==> config.mk <==
export PLATFORM = sky130hd
export DESIGN_NAME = debug_module_cpu_oci_dct_packer
export DESIGN_NICKNAME = d
export VERILOG_FILES = /design/src/rtl/debug_module_cpu_oci_dct_pkg.sv /design/src/rtl/debug_module_cpu_oci_dct_outreg.sv /design/src/rtl/debug_module_cpu_oci_dct_packer.sv
export SDC_FILE = /design/constraint.sdc
export NUM_CORES = 1
export LEC_CHECK = 0
export BUFFER_PORTS_ARGS = -buffer_cell sky130_fd_sc_hd__buf_2
export CORE_ASPECT_RATIO = 1.4
export CORE_MARGIN = 10
export CORE_UTILIZATION = 50
export CTS_CLUSTER_SIZE = 16
export DETAILED_ROUTE_END_ITERATION = 16
export PLACE_DENSITY = 0.82
export RECOVER_POWER = 50
export SLEW_MARGIN = 0
export SYNTH_ARGS = -nofsm -noshare
export SYNTH_HDL_FRONTEND = slang
export SYNTH_SLANG_ARGS = --single-unit
==> constraint.sdc <==
create_clock -name clk -period 2.22 [get_ports clk]
set_input_delay 0.333 -clock clk [delete_from_list [all_inputs] [get_ports clk]]
set_output_delay 0.333 -clock clk [all_outputs]
set_load 0.02 [all_outputs]
==> src/rtl/debug_module_cpu_oci_dct_pkg.sv <==
// Shared widths, FSM state type and trace frame codes for the OCI data-trace packer.
package debug_module_cpu_oci_dct_pkg;

    localparam int unsigned FRAME_W    = 2;
    localparam int unsigned NUM_FRAMES = 15;
    localparam int unsigned BUF_W      = FRAME_W * NUM_FRAMES;
    localparam int unsigned CNT_W      = 4;
    localparam int unsigned DROP_W     = 8;
    localparam int unsigned PKT_W      = CNT_W + BUF_W;

    typedef enum logic {
        ST_ACCUM,
        ST_FULL
    } dct_state_e;

    localparam logic [FRAME_W-1:0] FRAME_NONE   = 2'b00;
    localparam logic [FRAME_W-1:0] FRAME_LOAD   = 2'b01;
    localparam logic [FRAME_W-1:0] FRAME_STORE  = 2'b10;
    localparam logic [FRAME_W-1:0] FRAME_MARKER = 2'b11;

endpackage

==> src/rtl/debug_module_cpu_oci_dct_outreg.sv <==
// One-entry valid/ready holding register for finished trace packets.
module debug_module_cpu_oci_dct_outreg
    import debug_module_cpu_oci_dct_pkg::*;
(
    input  logic             clk,
    input  logic             reset_n,
    input  logic             load,
    input  logic [PKT_W-1:0] load_data,
    input  logic             pkt_ready,
    output logic             pkt_valid,
    output logic [PKT_W-1:0] pkt_data,
    output logic             out_free
);

    logic             valid_q, valid_d;
    logic [PKT_W-1:0] data_q, data_d;

    always_comb begin
        valid_d = valid_q;
        data_d  = data_q;
        // load is only issued while out_free, so it may overlap a handshake
        if (load) begin
            valid_d = 1'b1;
            data_d  = load_data;
        end else if (pkt_ready) begin
            valid_d = 1'b0;
        end
    end

    always_ff @(posedge clk or negedge reset_n) begin
        if (!reset_n) begin
            valid_q <= 1'b0;
            data_q  <= '0;
        end else begin
            valid_q <= valid_d;
            data_q  <= data_d;
        end
    end

    assign pkt_valid = valid_q;
    assign pkt_data  = data_q;
    assign out_free  = !valid_q || pkt_ready;

endmodule

==> src/rtl/debug_module_cpu_oci_dct_packer.sv <==
// Packs 2-bit compressed data-trace frames into 15-frame packets for the trace FIFO,
// with flush support and a saturating count of frames dropped under backpressure.
module debug_module_cpu_oci_dct_packer
    import debug_module_cpu_oci_dct_pkg::*;
(
    input  logic               clk,
    input  logic               reset_n,
    input  logic               trace_enable,
    input  logic               frame_valid,
    input  logic [FRAME_W-1:0] frame_data,
    input  logic               flush,
    output logic [BUF_W-1:0]   dct_buffer,
    output logic [CNT_W-1:0]   dct_count,
    output logic               pkt_valid,
    input  logic               pkt_ready,
    output logic [PKT_W-1:0]   pkt_data,
    output logic               overflow,
    input  logic               overflow_clr,
    output logic [DROP_W-1:0]  drop_cnt
);

    dct_state_e        state_q, state_d;
    logic [BUF_W-1:0]  buf_q, buf_d;
    logic [CNT_W-1:0]  cnt_q, cnt_d;
    logic              pend_q, pend_d;
    logic              ovf_q, ovf_d;
    logic [DROP_W-1:0] drop_q, drop_d;

    logic              out_free;
    logic              load;
    logic [PKT_W-1:0]  load_data;
    logic              frame_in;
    logic              flush_eff;
    logic              drop;
    logic [BUF_W-1:0]  buf_n;
    logic [CNT_W-1:0]  cnt_n;

    always_comb begin
        frame_in  = frame_valid && trace_enable;
        flush_eff = flush || pend_q;
        state_d   = state_q;
        buf_d     = buf_q;
        cnt_d     = cnt_q;
        pend_d    = flush_eff;
        load      = 1'b0;
        load_data = '0;
        drop      = 1'b0;
        buf_n     = buf_q;
        cnt_n     = cnt_q;

        unique case (state_q)
            ST_FULL: begin
                if (out_free) begin
                    // held packet leaves; a same-cycle frame seeds the next buffer
                    load      = 1'b1;
                    load_data = {cnt_q, buf_q};
                    state_d   = ST_ACCUM;
                    buf_d     = frame_in ? BUF_W'(frame_data) : '0;
                    cnt_d     = frame_in ? CNT_W'(1) : '0;
                    pend_d    = flush_eff && frame_in;
                end else begin
                    drop = frame_in;
                end
            end
            default: begin
                if (frame_in) begin
                    buf_n = {buf_q[BUF_W-FRAME_W-1:0], frame_data};
                    cnt_n = cnt_q + CNT_W'(1);
                end
                buf_d = buf_n;
                cnt_d = cnt_n;
                if (cnt_n == CNT_W'(NUM_FRAMES)) begin
                    if (out_free) begin
                        load      = 1'b1;
                        load_data = {cnt_n, buf_n};
                        buf_d     = '0;
                        cnt_d     = '0;
                        pend_d    = 1'b0;
                    end else begin
                        state_d = ST_FULL;
                    end
                end else if (flush_eff) begin
                    if (cnt_n == '0) begin
                        pend_d = 1'b0;
                    end else if (out_free) begin
                        load      = 1'b1;
                        load_data = {cnt_n, buf_n};
                        buf_d     = '0;
                        cnt_d     = '0;
                        pend_d    = 1'b0;
                    end
                end
            end
        endcase

        ovf_d  = ovf_q;
        drop_d = drop_q;
        if (overflow_clr) begin
            ovf_d  = 1'b0;
            drop_d = '0;
        end else if (drop) begin
            ovf_d = 1'b1;
            if (drop_q != '1) begin
                drop_d = drop_q + DROP_W'(1);
            end
        end
    end

    always_ff @(posedge clk or negedge reset_n) begin
        if (!reset_n) begin
            state_q <= ST_ACCUM;
            buf_q   <= '0;
            cnt_q   <= '0;
            pend_q  <= 1'b0;
            ovf_q   <= 1'b0;
            drop_q  <= '0;
        end else begin
            state_q <= state_d;
            buf_q   <= buf_d;
            cnt_q   <= cnt_d;
            pend_q  <= pend_d;
            ovf_q   <= ovf_d;
            drop_q  <= drop_d;
        end
    end

    debug_module_cpu_oci_dct_outreg u_outreg (
        .clk       (clk),
        .reset_n   (reset_n),
        .load      (load),
        .load_data (load_data),
        .pkt_ready (pkt_ready),
        .pkt_valid (pkt_valid),
        .pkt_data  (pkt_data),
        .out_free  (out_free)
    );

    assign dct_buffer = buf_q;
    assign dct_count  = cnt_q;
    assign overflow   = ovf_q;
    assign drop_cnt   = drop_q;

endmodule

# Word-level counts from Yosys, hierarchy flattened
# Cells that the tools add are included.
# word_totals
wordCells	69
regBits	80
out_inout_bits	78
input_bits	9
# classes
eq_ne	3
n_reduce_logical	10
mux	46
n_addsub	2
# op_table
op	count
2-to-1 mux 30 bit	7
2-to-1 mux 34 bit	6
2-to-1 mux 4 bit	8
2-to-1 mux 8 bit	3
2-to-1 mux 1 bit	21
adder 8 x 1 -> 8 bit, second input constant	1
!= test 8 bit, second input constant	1
nonzero test 2 bit	3
adder 4 x 1 -> 4 bit, second input constant	1
== test 4 bit, second input constant	1
logical NOT 4 bit	1
logical AND 1 bit	2
logical OR 1 bit	2
2-to-1 mux 2 bit	1
!= test 2 x 1 -> 1 bit, second input constant	1
AND reduction 2 bit	1
logical NOT 1 bit	1

# Longest topological paths before layout
# Gate-level depths: netlist of the first run.
# depth
word_depth	9
ltp_mapped	8
mapped_depth_nobuf	6

# Modules after synthesis
# From an unflattened synthesis of the first run, not the netlist that was laid out.
# hier_totals
hier_cells	307
hier_area_um2	3950.0
# modules_own_cells
mod	cells_each	n_inst	seq_area_each_um2	area_each_um2
debug_module_cpu_oci_dct_packer	232	1	1126.1	2498.6
debug_module_cpu_oci_dct_outreg	75	1	875.8	1451.4

# Worst setup path after synthesis of the first run
# No wires, ideal clock.
# synth_timing
kind	flip-flop to flip-flop
from	register cnt_q[1] (netlist: dct_count[1])
to	register buf_q[23] (netlist: dct_buffer[23])
t_arrival_ns	2.011
setup_ns	0.127
stages_incl_launch_ff	8
required_ns	2.093
path_slack_ns	0.082
synth_period_minus_slack_ns	2.138
n_path_buf	1
cell_sequence	dfrtp_1 > ha_1 > nand3_1 > xnor2_2 > a31oi_2 > o31ai_4 > buf_2 > o21ai_0
# synth_between
elab_chain_len	8
elab_cells_between_ends	9
cone_classes	add/sub: 1; eq/ne: 1; mux: 6; reduce/logical: 1
# synth_rtl
element	line	source
from (decl)	debug_module_cpu_oci_dct_packer.sv:24	logic [CNT_W-1:0] cnt_q, cnt_d;
from (signal assigned)	debug_module_cpu_oci_dct_packer.sv:120	cnt_q <= cnt_d;
adder 4 x 1 -> 4 bit	debug_module_cpu_oci_dct_packer.sv:68	cnt_n = cnt_q + CNT_W'(1);
2-to-1 mux 4 bit *	debug_module_cpu_oci_dct_packer.sv:66	if (frame_in) begin
2-to-1 mux 4 bit *	debug_module_cpu_oci_dct_packer.sv:51	unique case (state_q)
logical NOT 4 bit	debug_module_cpu_oci_dct_packer.sv:83	if (cnt_n == '0) begin
2-to-1 mux 30 bit	debug_module_cpu_oci_dct_packer.sv:83	
2-to-1 mux 30 bit	debug_module_cpu_oci_dct_packer.sv:82	end else if (flush_eff) begin
2-to-1 mux 30 bit *	debug_module_cpu_oci_dct_packer.sv:72	if (cnt_n == CNT_W'(NUM_FRAMES)) begin
2-to-1 mux 30 bit *	debug_module_cpu_oci_dct_packer.sv:51	
to (signal assigned)	debug_module_cpu_oci_dct_packer.sv:119	buf_q <= buf_d;
to (decl)	debug_module_cpu_oci_dct_packer.sv:23	logic [BUF_W-1:0] buf_q, buf_d;
# Every way passes the cells marked *; elsewhere a longest branch is shown, timed or not. The select of a mux whose other input is x is not followed.
# A chain may end at the register's enable or synchronous reset.

# Final worst setup path of the first run
# layout_timing
from	register cnt_q[0] (netlist: dct_count[0])
to	register u_outreg.data_q[30] (netlist: u_outreg.pkt_data[30])
# layout_between
elab_chain_len	8
elab_cells_between_ends	15
cone_classes	add/sub: 1; eq/ne: 1; mux: 12; reduce/logical: 1
# layout_rtl
element	line	source
adder 4 x 1 -> 4 bit	debug_module_cpu_oci_dct_packer.sv:68	
2-to-1 mux 4 bit	debug_module_cpu_oci_dct_packer.sv:66	
2-to-1 mux 4 bit	debug_module_cpu_oci_dct_packer.sv:51	
logical NOT 4 bit or 2-to-1 mux 34 bit (tied branches)	debug_module_cpu_oci_dct_packer.sv:83, debug_module_cpu_oci_dct_packer.sv:73, debug_module_cpu_oci_dct_packer.sv:85	
2-to-1 mux 34 bit or 2-to-1 mux 1 bit (tied branches)	debug_module_cpu_oci_dct_packer.sv:83	
2-to-1 mux 34 bit or 2-to-1 mux 1 bit (tied branches)	debug_module_cpu_oci_dct_packer.sv:82	
2-to-1 mux 34 bit or 2-to-1 mux 1 bit (tied branches)	debug_module_cpu_oci_dct_packer.sv:72	
2-to-1 mux 34 bit or 2-to-1 mux 1 bit (tied branches)	debug_module_cpu_oci_dct_packer.sv:51	
to (signal assigned)	debug_module_cpu_oci_dct_outreg.sv:36	data_q <= data_d;
to (decl)	debug_module_cpu_oci_dct_outreg.sv:16	logic [PKT_W-1:0] data_q, data_d;
# Several ways; a longest one is shown, not always the timed one. The select of a mux whose other input is x is not followed.

==> metrics.md, run 1 <==
| Metric | Value |
|---|---|
| Pwr Density | 847 nW/µm² |
| Vias per cell | 6.60 |
| Maxcap violations | 0 |
| Register-to-Register Setup Slack | 110 ps |
| Area contributors post-synth | dfrtp_1 (46%), mux2i_1 (6.2%), o211ai_1 (5.0%) |
| Slew HR | 39.7% |
| First-pass GRT wire length | 22900 µm |
| Post-DP HPWL | 9450 µm |
| Wire per inst | 20.7 µm |
| Die area | 13000 µm² |
| Leakage | 2.44 nW |
| Gate power share | 24.7% |
| CTS tree | done |
| Final period demand of the worst path | 2110 ps |
| Post-synthesis simple-gate area fraction | 19.5% |
| CP Launch Type | flip-flop |
| R2R Path Start | dct_count[0] |
| CP arrival | 2340 ps |
| CTS clk-pin slew, worst paths | 60 ps |
| Ys async rst share | 100% |
| Yosys Warn Count | 0 |
| Antenna violations before repair | 1 |
| Die X | 99.1 µm |
| Final ANT Viol Nets | 0 |
| Hold_sp | overflow_clr |
| Crit path max fanout | 3 |
| Synth cell types | 54 |
| VDD IR-drop max | 0.000692 V |
| First-pass iteration count of the detailed router | 7 |
| Most common flop cell mapped by yosys | dfrtp_1 |
| P_sw | 0.00153 W |
| Total power | 0.00453 W |
| Flop pwr share | 40.4% |
| CTS Sinks | 80 |
| Count leader, synth | dfrtp_1 |
| Count of pins over their slew limit | 0 |
| Mux contribution to synthesized area | 6.93% |
| FP Rows | 40 |
| Post-synth top cells | dfrtp_1 (80), nand2_1 (48), nor2_1 (47) |
| Critical path origin | dct_count[0] |
| Hold Fails Final Rpt | 0 |
| Routability Congestion | 0.925 |
| Via count | 4454 |
| Hold depth | 2 |
| Dpl ws | 70.1 ps |
| Max H-tree Level | 3 |
| Total CTS buffers | 9 |
| Power Internal | 0.00300 W |
| Data required, critical path | 2440 ps |
| Area growth syn-to-layout | 21.8% |
| HP Class | primary input to flip-flop |
| Nets | 576 |
| Clock share of power | 34.9% |
| Synth Area in Compound Gates | 20.6% |
| Clk root buf | clkbuf_16 |
| Total congestion overflow after global routing | 0 |
| Syn nets | 488 |
| Drt first-iter violations | 602 |
| RSZ-0062 raised after global routing | no |
| Final worst-path setup slack | 106 ps |
| PortBufs | 86 |
| Largest net degree at the start of global routing | 39 |
| Setup violations, final | 0 |
| Vias in the first global route | 4396 |
| Main combinational cell family by area after synthesis | compound AO/OA/AOI/OAI gates |
| Net Sw Frac | 33.8% |
| Crit end category | flip-flop |
| Final core occ | 62.4% |
| Critical path class | flip-flop to flip-flop |
| Post-route DRC | 0 |
| Post-Synthesis Cells | 477 |
| Adder-Cell Fraction of Synth Area | 0.571% |
| Max frequency | 473 MHz |
| Fin Clk Skew | 5.82 ps |
| Worst Hold End | drop_cnt[2] |
| Synth Cell Area | 4380 µm² |
| Clk Latency, worst-skew pair | 340 ps |
| XOR/XNOR share of the synthesized area | 1.77% |
| DRT Wirelength | 14000 µm |
| EDFF count, synth | 0 |
| Worst-margin pin slew | 905 ps |
| Period utilization | 95.2% |
| Gr usage total | 21.4% |
| Core Area | 8560 µm² |
| Share of Yosys cell area claimed by the top area cell type | 45.7% |
| Ant. Diodes | 0 |
| RR Endpoint | u_outreg.pkt_data[30] |
| Die height | 131 µm |
| Synth area leader | dfrtp_1 |
| Setup TNS Final | 0 ps |
| Fraction of layout cells with a size suffix above 1 | 20.4% |
| Top-Level Pins | 87 |
| Clk buf depth | 2 |
| Outcome | finished, final reports clean |
| Initial Util | 51.2% |
| Mean Syn Cell Area | 9.19 µm² |
| Cells on worst reg2reg path | 7 |
| Seq/Total Area, Yosys | 45.7% |
| #FFs+latches synth | 80 |
## worst max-delay path by stage
stage / to / slack, ps / cells after the start
after floorplan: dct_buffer[23] / 80 / 7
after global placement: u_outreg.pkt_data[18] / 100 / 7
after detailed placement: u_outreg.pkt_data[10] / 70 / 7
after CTS: u_outreg.pkt_data[10] / 60 / 7
after global routing: u_outreg.pkt_data[30] / 20 / 7
final: u_outreg.pkt_data[30] / 110 / 7
## registers in the layout, indices dropped and copies added (netlist names)
name	flops
drop_cnt	8
overflow	1
state_q	1
dct_buffer	30
u_outreg.pkt_data	34
dct_count	4
pend_q	1
u_outreg.pkt_valid	1
## what timing repair did
| action | in CTS | in global routing |
|---|---|---|
| endpoints found under the setup margin | 0 | 29 |
| endpoints found under the hold margin | 32 | 0 |
| resized for setup | 0 | 2 |
| hold buffers | 1 | 0 |
| buffers inserted | 0 | 1 |
## power groups by stage
stage	clock network [W]	logic (W)	registers, W
4_1_cts	0.00159	0.00115	0.00182
6_report	0.00158	0.00112	0.00183
3_5_place_dp	0	0.00114	0.00184
3_3_place_gp	0	0.00112	0.00183
2_1_floorplan	0	0.000483	0.00201
5_1_grt	0.00166	0.00121	0.00185
## cells in the final DEF (no fill, tap or decap), types with 2 or more instances in the layout
cell type / n
o31ai_1: 3
clkbuf_1: 40
o31a_1: 2
inv_1: 3
buf_12: 2
dfrtp_1: 80
ha_1: 2
nand3_1: 34
mux2i_1: 27
nor2_1: 46
mux2_2: 3
o211ai_1: 29
a21oi_1: 13
nand2_1: 48
a32o_1: 3
nor4_1: 3
o311a_1: 2
buf_2: 47
buf_4: 31
xnor2_1: 6
nor3_1: 5
a211oi_1: 3
clkbuf_16: 9
clkbuf_8: 4
o21ai_1: 2
o21ai_0: 30
nand4_1: 28
a22oi_1: 28
o22ai_1: 3
clkbuf_2: 2
## cell type report
class / instances / area, µm²
clock buffer: 14 / 284
clock inverter: 2 / 35.0
fill: 707 / 3220
inverter: 5 / 18.8
multi-input combinational: 346 / 2180
sequential: 80 / 2000
tap: 105 / 131
timing repair buffer: 123 / 686
## critical path, cell delays in order, from the launching register on
cell and delay [ps]:
dfrtp_1 390, ha_1 330, nand4b_1 180, o31a_1 140, buf_4 160, o21ai_0 160
a221o_1 280, mux2_2 360
## kinds of logic (layout without fill, tap and decap cells)
group | after synthesis | after routing
AOI/OAI and AO/OA | 129 | 129
xor gates and xnor gates | 8 | 8
adders and majority gates | 2 | 2
buffers and inverters | 51 | 144
DFF | 80 | 80
muxes | 30 | 30
and+or+nand+nor | 177 | 177
## metal layers
layer / vias up / share of wire (%) / global-route usage, %
li1: 1953 / - / -
met4: 2 / 2.8 / 8.62
met1: 2204 / 39 / 26.2
met5: - / 0.079 / 0
met2: 250 / 50 / 34.8
met3: 45 / 8.4 / 6.15
## through the flow
step | cells | cell area (µm²) | hold slack [ps]
after detailed placement | 657 | 5070 | 323
after global placement | 657 | 5070 | 329
final | 675 | 5340 | 268
after CTS | 674 | 5400 | 258
after global routing | 675 | 5340 | 277
after floorplan | 477 | 4380 | 37.4
(Power assumes the default switching activity.)
==> run 2: changes to the inputs <==
--- a/config.mk
+++ b/config.mk
@@ -5,13 +5,14 @@
 export SDC_FILE = /design/constraint.sdc
 export NUM_CORES = 1
 export LEC_CHECK = 0
+export ABC_AREA = 1
 export BUFFER_PORTS_ARGS = -buffer_cell sky130_fd_sc_hd__buf_2
 export CORE_ASPECT_RATIO = 1.4
 export CORE_MARGIN = 10
 export CORE_UTILIZATION = 50
 export CTS_CLUSTER_SIZE = 16
 export DETAILED_ROUTE_END_ITERATION = 16
-export PLACE_DENSITY = 0.82
+export PLACE_DENSITY = 0.83
 export RECOVER_POWER = 50
 export SLEW_MARGIN = 0
 export SYNTH_ARGS = -nofsm -noshare
==> run 2 against run 1 <==
  * Global-route usage is 3.1 points lower
  * Sequential share of layout area rose by 2.6 points
  * Critical path depth rose by 6
  * Critical path type unchanged
  * Synthesized cell count increased by 22%
  * Routed wire length fell by 16%
  * Largest power group unchanged
  * Via count decreased by 4.5%
  * Maximum frequency increased by 5.5%
  * Design area shrank 6.5%
  * Clock-buffer cell count down 3
  * Power up 17%
  * Sequential cell count unchanged
==> metrics.md, run 2 <==
| Metric | Value |
|---|---|
| Mux contribution to synthesized area | 0% (was 6.93%) |
| Fin Clk Skew | 6.47 ps (was 5.82 ps) |
| Area growth syn-to-layout | 17.7% (was 21.8%) |
| Drt first-iter violations | 392 (was 602) |
| Post-synth top cells | nand2_1 (163), dfrtp_1 (80), inv_1 (79) (was dfrtp_1 (80), nand2_1 (48), nor2_1 (47)) |
| Main combinational cell family by area after synthesis | simple AND/OR/NAND/NOR gates (was compound AO/OA/AOI/OAI gates) |
| CP max stage delay | 430 ps (was 390 ps) |
| Data required, critical path | 2460 ps (was 2440 ps) |
| FP Rows | 39 (was 40) |
| Synth area leader | dfrtp_1 (unchanged) |
| Antenna violations before repair | 0 (was 1) |
| RSZ-0062 raised after global routing | no (unchanged) |
| Dpl ws | 192 ps (was 70.1 ps) |
| Max frequency | 499 MHz (was 473 MHz) |
| Vias per cell | 5.55 (was 6.60) |
| Most used cell, CP | nand2_1 |
| PortBufs | 86 (unchanged) |
| Most common cell after layout, fill and taps aside | nand2_1 (was dfrtp_1) |
| Gr usage total | 18.3% (was 21.4%) |
| First-pass GRT wire length | 19400 µm (was 22900 µm) |
| Maxcap violations | 0 (unchanged) |
| Post-route DRC | 0 (unchanged) |
| Synth Area in Compound Gates | 13.1% (was 20.6%) |
| Hold WS | 253 ps (was 268 ps) |
| Period utilization | 90.2% (was 95.2%) |
| Post-synthesis simple-gate area fraction | 27.4% (was 19.5%) |
| CP Launch Type | flip-flop (unchanged) |
| Worst-margin pin slew | 1030 ps (was 905 ps) |
| Routability Congestion | 0.852 (was 0.925) |
| Critical path class | flip-flop to flip-flop (unchanged) |
| Synth cell types | 26 (was 54) |
| First-pass iteration count of the detailed router | 5 (was 7) |
| Slowest CP cell | dfrtp_1 (unchanged) |
| Initial Util | 51.5% (was 51.2%) |
| Yosys Warn Count | 0 (unchanged) |
| Clk root buf | clkbuf_16 (unchanged) |
| #FFs+latches synth | 80 (unchanged) |
| Area contributors post-synth | dfrtp_1 (47%), nand2_1 (14%), inv_1 (7.0%) (was dfrtp_1 (46%), mux2i_1 (6.2%), o211ai_1 (5.0%)) |
| Mean Syn Cell Area | 7.29 µm² (was 9.19 µm²) |
| Most frequent cells in the layout | nand2_1 (162), dfrtp_1 (80), inv_1 (79) (was dfrtp_1 (80), nand2_1 (48), buf_2 (47)) |
| Crit end category | flip-flop (unchanged) |
| Largest net degree at the start of global routing | 59 (was 39) |
| Leakage | 2.66 nW (was 2.44 nW) |
| Top-Level Pins | 87 (unchanged) |
| Total congestion overflow after global routing | 0 (unchanged) |
| Wire per inst | 15.4 µm (was 20.7 µm) |
| Max H-tree Level | 3 (unchanged) |
| Fillers | 753 (was 707) |
| Vias in the first global route | 4056 (was 4396) |
| VDD IR-drop max | 0.000593 V (was 0.000692 V) |
| Hold Fails Final Rpt | 0 (unchanged) |
| Crit path max fanout | 18 (was 3) |
| Max reg flops | 34 (unchanged) |
| Register Area | 2000 µm² (unchanged) |
| Adder-Cell Fraction of Synth Area | 0.590% (was 0.571%) |
| Ant. Diodes | 0 (unchanged) |
| Core Area | 8250 µm² (was 8560 µm²) |
| HP Class | primary input to flip-flop (unchanged) |
| Syn nets | 593 (was 488) |
| Share of Yosys cell area claimed by the top area cell type | 47.2% (was 45.7%) |
| XOR/XNOR share of the synthesized area | 0.619% (was 1.77%) |
| Setup TNS Final | 0 ps (unchanged) |
| DRT Wirelength | 11800 µm (was 14000 µm) |
| Nets | 671 (was 576) |
| Final core occ | 60.6% (was 62.4%) |
| EDFF count, synth | 0 (unchanged) |
| Die area | 12600 µm² (was 13000 µm²) |
| Post-Synthesis Cells | 582 (was 477) |
| Ys async rst share | 100% (unchanged) |
| Fraction of layout cells with a size suffix above 1 | 12.0% (was 20.4%) |
| Seq/Total Area, Yosys | 47.2% (was 45.7%) |
| Final period demand of the worst path | 2000 ps (was 2110 ps) |
| Total CTS buffers | 9 (unchanged) |
| Final worst-path setup slack | 217 ps (was 106 ps) |
| Count of pins over their slew limit | 0 (unchanged) |
| Final ANT Viol Nets | 0 (unchanged) |
| CP arrival | 2240 ps (was 2340 ps) |
| Via count | 4255 (was 4454) |
| Count leader, synth | nand2_1 (was dfrtp_1) |
| CTS tree | done (unchanged) |
| Clk buf depth | 2 (unchanged) |
| Pwr Density | 1060 nW/µm² (was 847 nW/µm²) |
| Outcome | finished, final reports clean (unchanged) |
| Clk Latency, worst-skew pair | 350 ps (was 340 ps) |
| Die height | 129 µm (was 131 µm) |
| Area of the multi-input gates | 1780 µm² (was 2180 µm²) |
| Setup violations, final | 0 (unchanged) |
| Post-DP HPWL | 8240 µm (was 9450 µm) |
| Die X | 97.9 µm (was 99.1 µm) |
| CTS clk-pin slew, worst paths | 60 ps (about the same) |
| Number of setup buffers added after CTS | 0 (unchanged) |
| Slew HR | 31.1% (was 39.7%) |
| Most common flop cell mapped by yosys | dfrtp_1 (unchanged) |
| Synth Cell Area | 4240 µm² (was 4380 µm²) |
| CP cell instances | ha_1, inv_1, nand3_1, nand2_1, nor2_1, nand2_1, o21ai_2, nand2_1, nand2_1, nand2_2, buf_6, nand2_1, nand2_1 (was ha_1, nand4b_1, o31a_1, buf_4, o21ai_0, a221o_1, mux2_2) |
| CTS Sinks | 80 (unchanged) |
-- run 2: cell count changes in the layout (fill, tap and decap cells not counted), sizes merged, moves of 18 or more --
cell    previous run  this run
nor2              47        29
a21oi             13        40
o211ai            29         0
mux2i             27         0
inv                4        80
a22oi             28         0
o21ai             32        63
buf               81        58
nand2             49       165
-- run 2: cells by family after synthesis --
kind of cell               Yosys count
DFF                                 80
and+or+nand+nor                    272
buffers and inverters              117
xor gates and xnor gates             3
adders and majority gates            2
AOI/OAI and AO/OA                  108
-- run 2: layout make-up --
cell class	count	share of cell area (%)
inverters	80	6.01
clock inverters	4	0.401
flip-flops and latches	80	40.1
well taps	102	2.55
clock buffers	11	5.06
multi-input cells	385	35.5
repair buffers	104	10.4
-- run 2: power breakdown --
| part | internal (W) | leakage [nW] | switching, W |
|---|---|---|---|
| Sequential | 0.00184 | 1.04 | 0.000288 |
| Combinational | 0.000508 | 1.48 | 0.00130 |
| Clock | 0.000803 | 0.141 | 0.000574 |
-- run 2: worst max-delay path, delay by kind of cell, from the launching register on --
kind / cells / cell delay (ps)
compound gates: 1 / 190
fa+ha+maj: 1 / 300
simple gates: 9 / 730
buf+inv: 2 / 230
flops: 1 / 430
-- run 2: routing by layer --
metal | wire [µm] | vias to the layer above | GRT usage [%]
met5 | 0 | - | 0
met4 | 292 | 0 | 9.69
met3 | 856 | 24 | 4.47
met2 | 5980 | 168 | 30.9
met1 | 4690 | 2029 | 21.1
li1 | - | 2034 | -
-- run 2: through the flow --
step,cell area (µm²),total power [W],std cells
6_report,5000,0.00531,766
5_1_grt,5000,0.00563,766
4_1_cts,5060,0.00542,766
3_5_place_dp,4780,0.00403,750
3_3_place_gp,4780,0.00397,750
2_1_floorplan,4240,0.00332,582
-- run 2: final timing paths --
kind	slack, ps	cells after the start	startpoint	to
max in group asynchronous	290	3	reset_n	u_outreg.pkt_data[15]
min in group asynchronous	680	2	reset_n	u_outreg.pkt_data[4]
min	250	2	overflow_clr	drop_cnt[7]
max	220	13	dct_count[0]	u_outreg.pkt_data[20]
max reg2reg	220	13	dct_count[0]	u_outreg.pkt_data[20]
min reg2reg	470	2	u_outreg.pkt_data[32]	u_outreg.pkt_data[32]
-- run 2: timing repair --
item	CTS	global route
hold endpoints to repair	7	0
resized for setup	0	1
endpoints found under the setup margin	0	11
hold buffers	1	0
==> run 3: changes to the inputs <==
--- a/config.mk
+++ b/config.mk
@@ -5,16 +5,15 @@
 export SDC_FILE = /design/constraint.sdc
 export NUM_CORES = 1
 export LEC_CHECK = 0
-export ABC_AREA = 1
 export BUFFER_PORTS_ARGS = -buffer_cell sky130_fd_sc_hd__buf_2
 export CORE_ASPECT_RATIO = 1.4
 export CORE_MARGIN = 10
-export CORE_UTILIZATION = 50
+export CORE_UTILIZATION = 55
 export CTS_CLUSTER_SIZE = 16
 export DETAILED_ROUTE_END_ITERATION = 16
-export PLACE_DENSITY = 0.83
+export PLACE_DENSITY = 0.89
 export RECOVER_POWER = 50
-export SLEW_MARGIN = 0
+export SLEW_MARGIN = 40
 export SYNTH_ARGS = -nofsm -noshare
 export SYNTH_HDL_FRONTEND = slang
 export SYNTH_SLANG_ARGS = --single-unit
==> run 3 against run 2 <==
  * Register-to-register slack worse by 70 ps
  * Combinational power down 39%
  * Worst hold slack worse by 9.8 ps
  * Critical path depth down 4
  * Clock-buffer cell count up 2
  * Largest power group unchanged
==> metrics.md, run 3 (synthesis gave the netlist of run 1 again) <==
| Metric | Value |
|---|---|
| Vias per cell | 6.46 (was 5.55) |
| Post-DP HPWL | 9380 µm (was 8240 µm) |
| CTS tree | done (unchanged) |
| Area growth syn-to-layout | 19.8% (was 17.7%) |
| Most common cell after layout, fill and taps aside | dfrtp_1 (was nand2_1) |
| Wire per inst | 20.1 µm (was 15.4 µm) |
| CTS clk-pin slew, worst paths | 80 ps (was 60 ps) |
| Die X | 95.5 µm (was 97.9 µm) |
| Top delay family on crit path | buffers and inverters (was simple AND/OR/NAND/NOR gates) |
| Clk buf depth | 2 (unchanged) |
| Crit end category | flip-flop (unchanged) |
| Leakage | 2.39 nW (was 2.66 nW) |
| Pwr Density | 770 nW/µm² (was 1060 nW/µm²) |
| Gr usage total | 22.6% (was 18.3%) |
| Via count | 4335 (was 4255) |
| RSZ-0062 raised after global routing | no (unchanged) |
| Most frequent cells in the layout | dfrtp_1 (80), nand2_1 (48), nor2_1 (46), buf_2 (46), clkbuf_1 (40) (was nand2_1 (162), dfrtp_1 (80), inv_1 (79)) |
| Ant. Diodes | 0 (unchanged) |
| Post-route DRC | 0 (unchanged) |
| Most used cell, CP | buf_4 (was nand2_1) |
| FP Rows | 38 (was 39) |
| Hold_sp | flush (was overflow_clr) |
| Initial Util | 56.6% (was 51.5%) |
| Hold WS | 244 ps (was 253 ps) |
| Data required, critical path | 2440 ps (was 2460 ps) |
| PortBufs | 86 (unchanged) |
| Top-Level Pins | 87 (unchanged) |
| Die area | 12000 µm² (was 12600 µm²) |
| Outcome | finished, final reports clean (unchanged) |
| Clk Latency, worst-skew pair | 360 ps (was 350 ps) |
| Top layer in use | met4 (unchanged) |
| Routability Congestion | 0.854 (was 0.852) |
| Fraction of layout cells with a size suffix above 1 | 20.7% (was 12.0%) |
| R2R Path Start | dct_count[0] (unchanged) |
| Routed met2 length | 6800 µm (was 5980 µm) |
| CP arrival | 2300 ps (was 2240 ps) |
| DRT met1 WL | 5080 µm (was 4690 µm) |
| Max frequency | 482 MHz (was 499 MHz) |
| First-pass iteration count of the detailed router | 5 (unchanged) |
| Setup TNS Final | 0 ps (unchanged) |
| Met3 wire length | 1220 µm (was 856 µm) |
| Total congestion overflow after global routing | 0 (unchanged) |
| Largest net degree at the start of global routing | 48 (was 59) |
| HP Class | primary input to flip-flop (unchanged) |
| Core Area | 7750 µm² (was 8250 µm²) |
| Die height | 126 µm (was 129 µm) |
| Maxcap violations | 0 (unchanged) |
| Total CTS buffers | 9 (unchanged) |
| Critical path class | flip-flop to flip-flop (unchanged) |
| CP Launch Type | flip-flop (unchanged) |
| Antenna violations before repair | 0 (unchanged) |
| Slew HR | 37.1% (was 31.1%) |
| Worst-margin pin slew | 944 ps (was 1030 ps) |
| Final ANT Viol Nets | 0 (unchanged) |
| Fillers | 614 (was 753) |
| First-pass GRT wire length | 22000 µm (was 19400 µm) |
| Slowest CP cell | dfrtp_1 (unchanged) |
| WP buf/inv | 3 (was 2) |
| Count of pins over their slew limit | 0 (unchanged) |
| CTS Sinks | 80 (unchanged) |
| Fin Clk Skew | 9.58 ps (was 6.47 ps) |
| Crit path max fanout | 7 (was 18) |
| Nets | 578 (was 671) |
| Clk root buf | clkbuf_8 (was clkbuf_16) |
| Critical path origin | dct_count[0] (unchanged) |
| VDD IR-drop max | 0.000555 V (was 0.000593 V) |
| DRT Wirelength | 13500 µm (was 11800 µm) |
| Drt first-iter violations | 397 (was 392) |
| Vias in the first global route | 4370 (was 4056) |
| Hold Fails Final Rpt | 0 (unchanged) |
| CP max stage delay | 360 ps (was 430 ps) |
| Max reg flops | 34 (unchanged) |
| Setup violations, final | 0 (unchanged) |
| Max H-tree Level | 3 (unchanged) |
| Period utilization | 93.5% (was 90.2%) |
| Final period demand of the worst path | 2080 ps (was 2000 ps) |
| CP cell instances | ha_1, nand3_2, xnor2_4, buf_4, nor4_4, buf_4, o31ai_4, buf_4, o21ai_0 (was ha_1, inv_1, nand3_1, nand2_1, nor2_1, nand2_1, o21ai_2, nand2_1, nand2_1, nand2_2, buf_6, nand2_1, nand2_1) |
## run 3: cell types whose count changed in the layout (fill, tap and decap cells not counted), moves of 5 or more
cell,delta
a21oi_1,-27
a22oi_1,+28
buf_4,+21
clkbuf_16,-9
clkbuf_8,+10
inv_1,-76
mux2i_1,+27
nand2_1,-114
nand3_1,-9
nor2_1,+17
o211ai_1,+29
o21ai_0,-22
o21ai_1,-8
xnor2_1,+5
## run 3: layout make-up
class                           instances  area, µm²  share of cell area [%]
Multi-Input combinational cell        346       2210                    42.1
Sequential cell                        80       2000                    38.1
Timing Repair Buffer                  125        689                    13.1
Clock buffer                           13        169                    3.22
Tap cell                              100        125                    2.38
Clock inverter                          2       37.5                   0.715
Inverter                                5       18.8                   0.357
## run 3: stage by stage
stage               utilization, %  std cells  worst slack [ps]  power, W  area, µm²
detailed placement            65.1        652              77.6   0.00296       5050
global route                  67.8        671              3.35   0.00423       5250
global placement              65.1        652               125   0.00292       5050
floorplan                        -        477              81.5   0.00250       4380
CTS                           67.9        668              45.1   0.00408       5260
finish                        67.8        671               145   0.00404       5250
## run 3: power breakdown
part	leakage, nW	switching, W	total [W]	internal (W)
Sequential	1.09	0.000186	0.00182	0.00163
Combinational	1.19	0.000732	0.00110	0.000369
Clock	0.102	0.000517	0.00112	0.000606
## run 3: repair_timing
action                                  4_1_cts  5_1_grt
gates resized for setup                       0        4
endpoints found under the setup margin        0       51
hold endpoints to repair                     37        0
hold buffers                                  1        0
setup buffers                                 0        3
## run 3: metal layers
metal	up-vias	global-route usage [%]
met5	-	0
met4	0	9.92
met3	34	5.89
met2	238	36.5
met1	2112	27.4
li1	1951	-
## run 3: worst reg2reg max path, cell delays in order (launching register included)
cell and delay (ps):
dfrtp_1 360, ha_1 180, nand3_2 120, xnor2_4 290, buf_4 180, nor4_4 40
buf_4 180, o31ai_4 300, buf_4 210, o21ai_0 90
## run 3: path summary, 6_finish.rpt
kind	end	slack [ps]	cells after the start
max	dct_buffer[2]	140	9
min	pend_q	240	3
max reg2reg	dct_buffer[2]	140	9
min reg2reg	u_outreg.pkt_data[30]	520	1
max in group asynchronous	dct_buffer[19]	370	3
min in group asynchronous	drop_cnt[0]	650	2
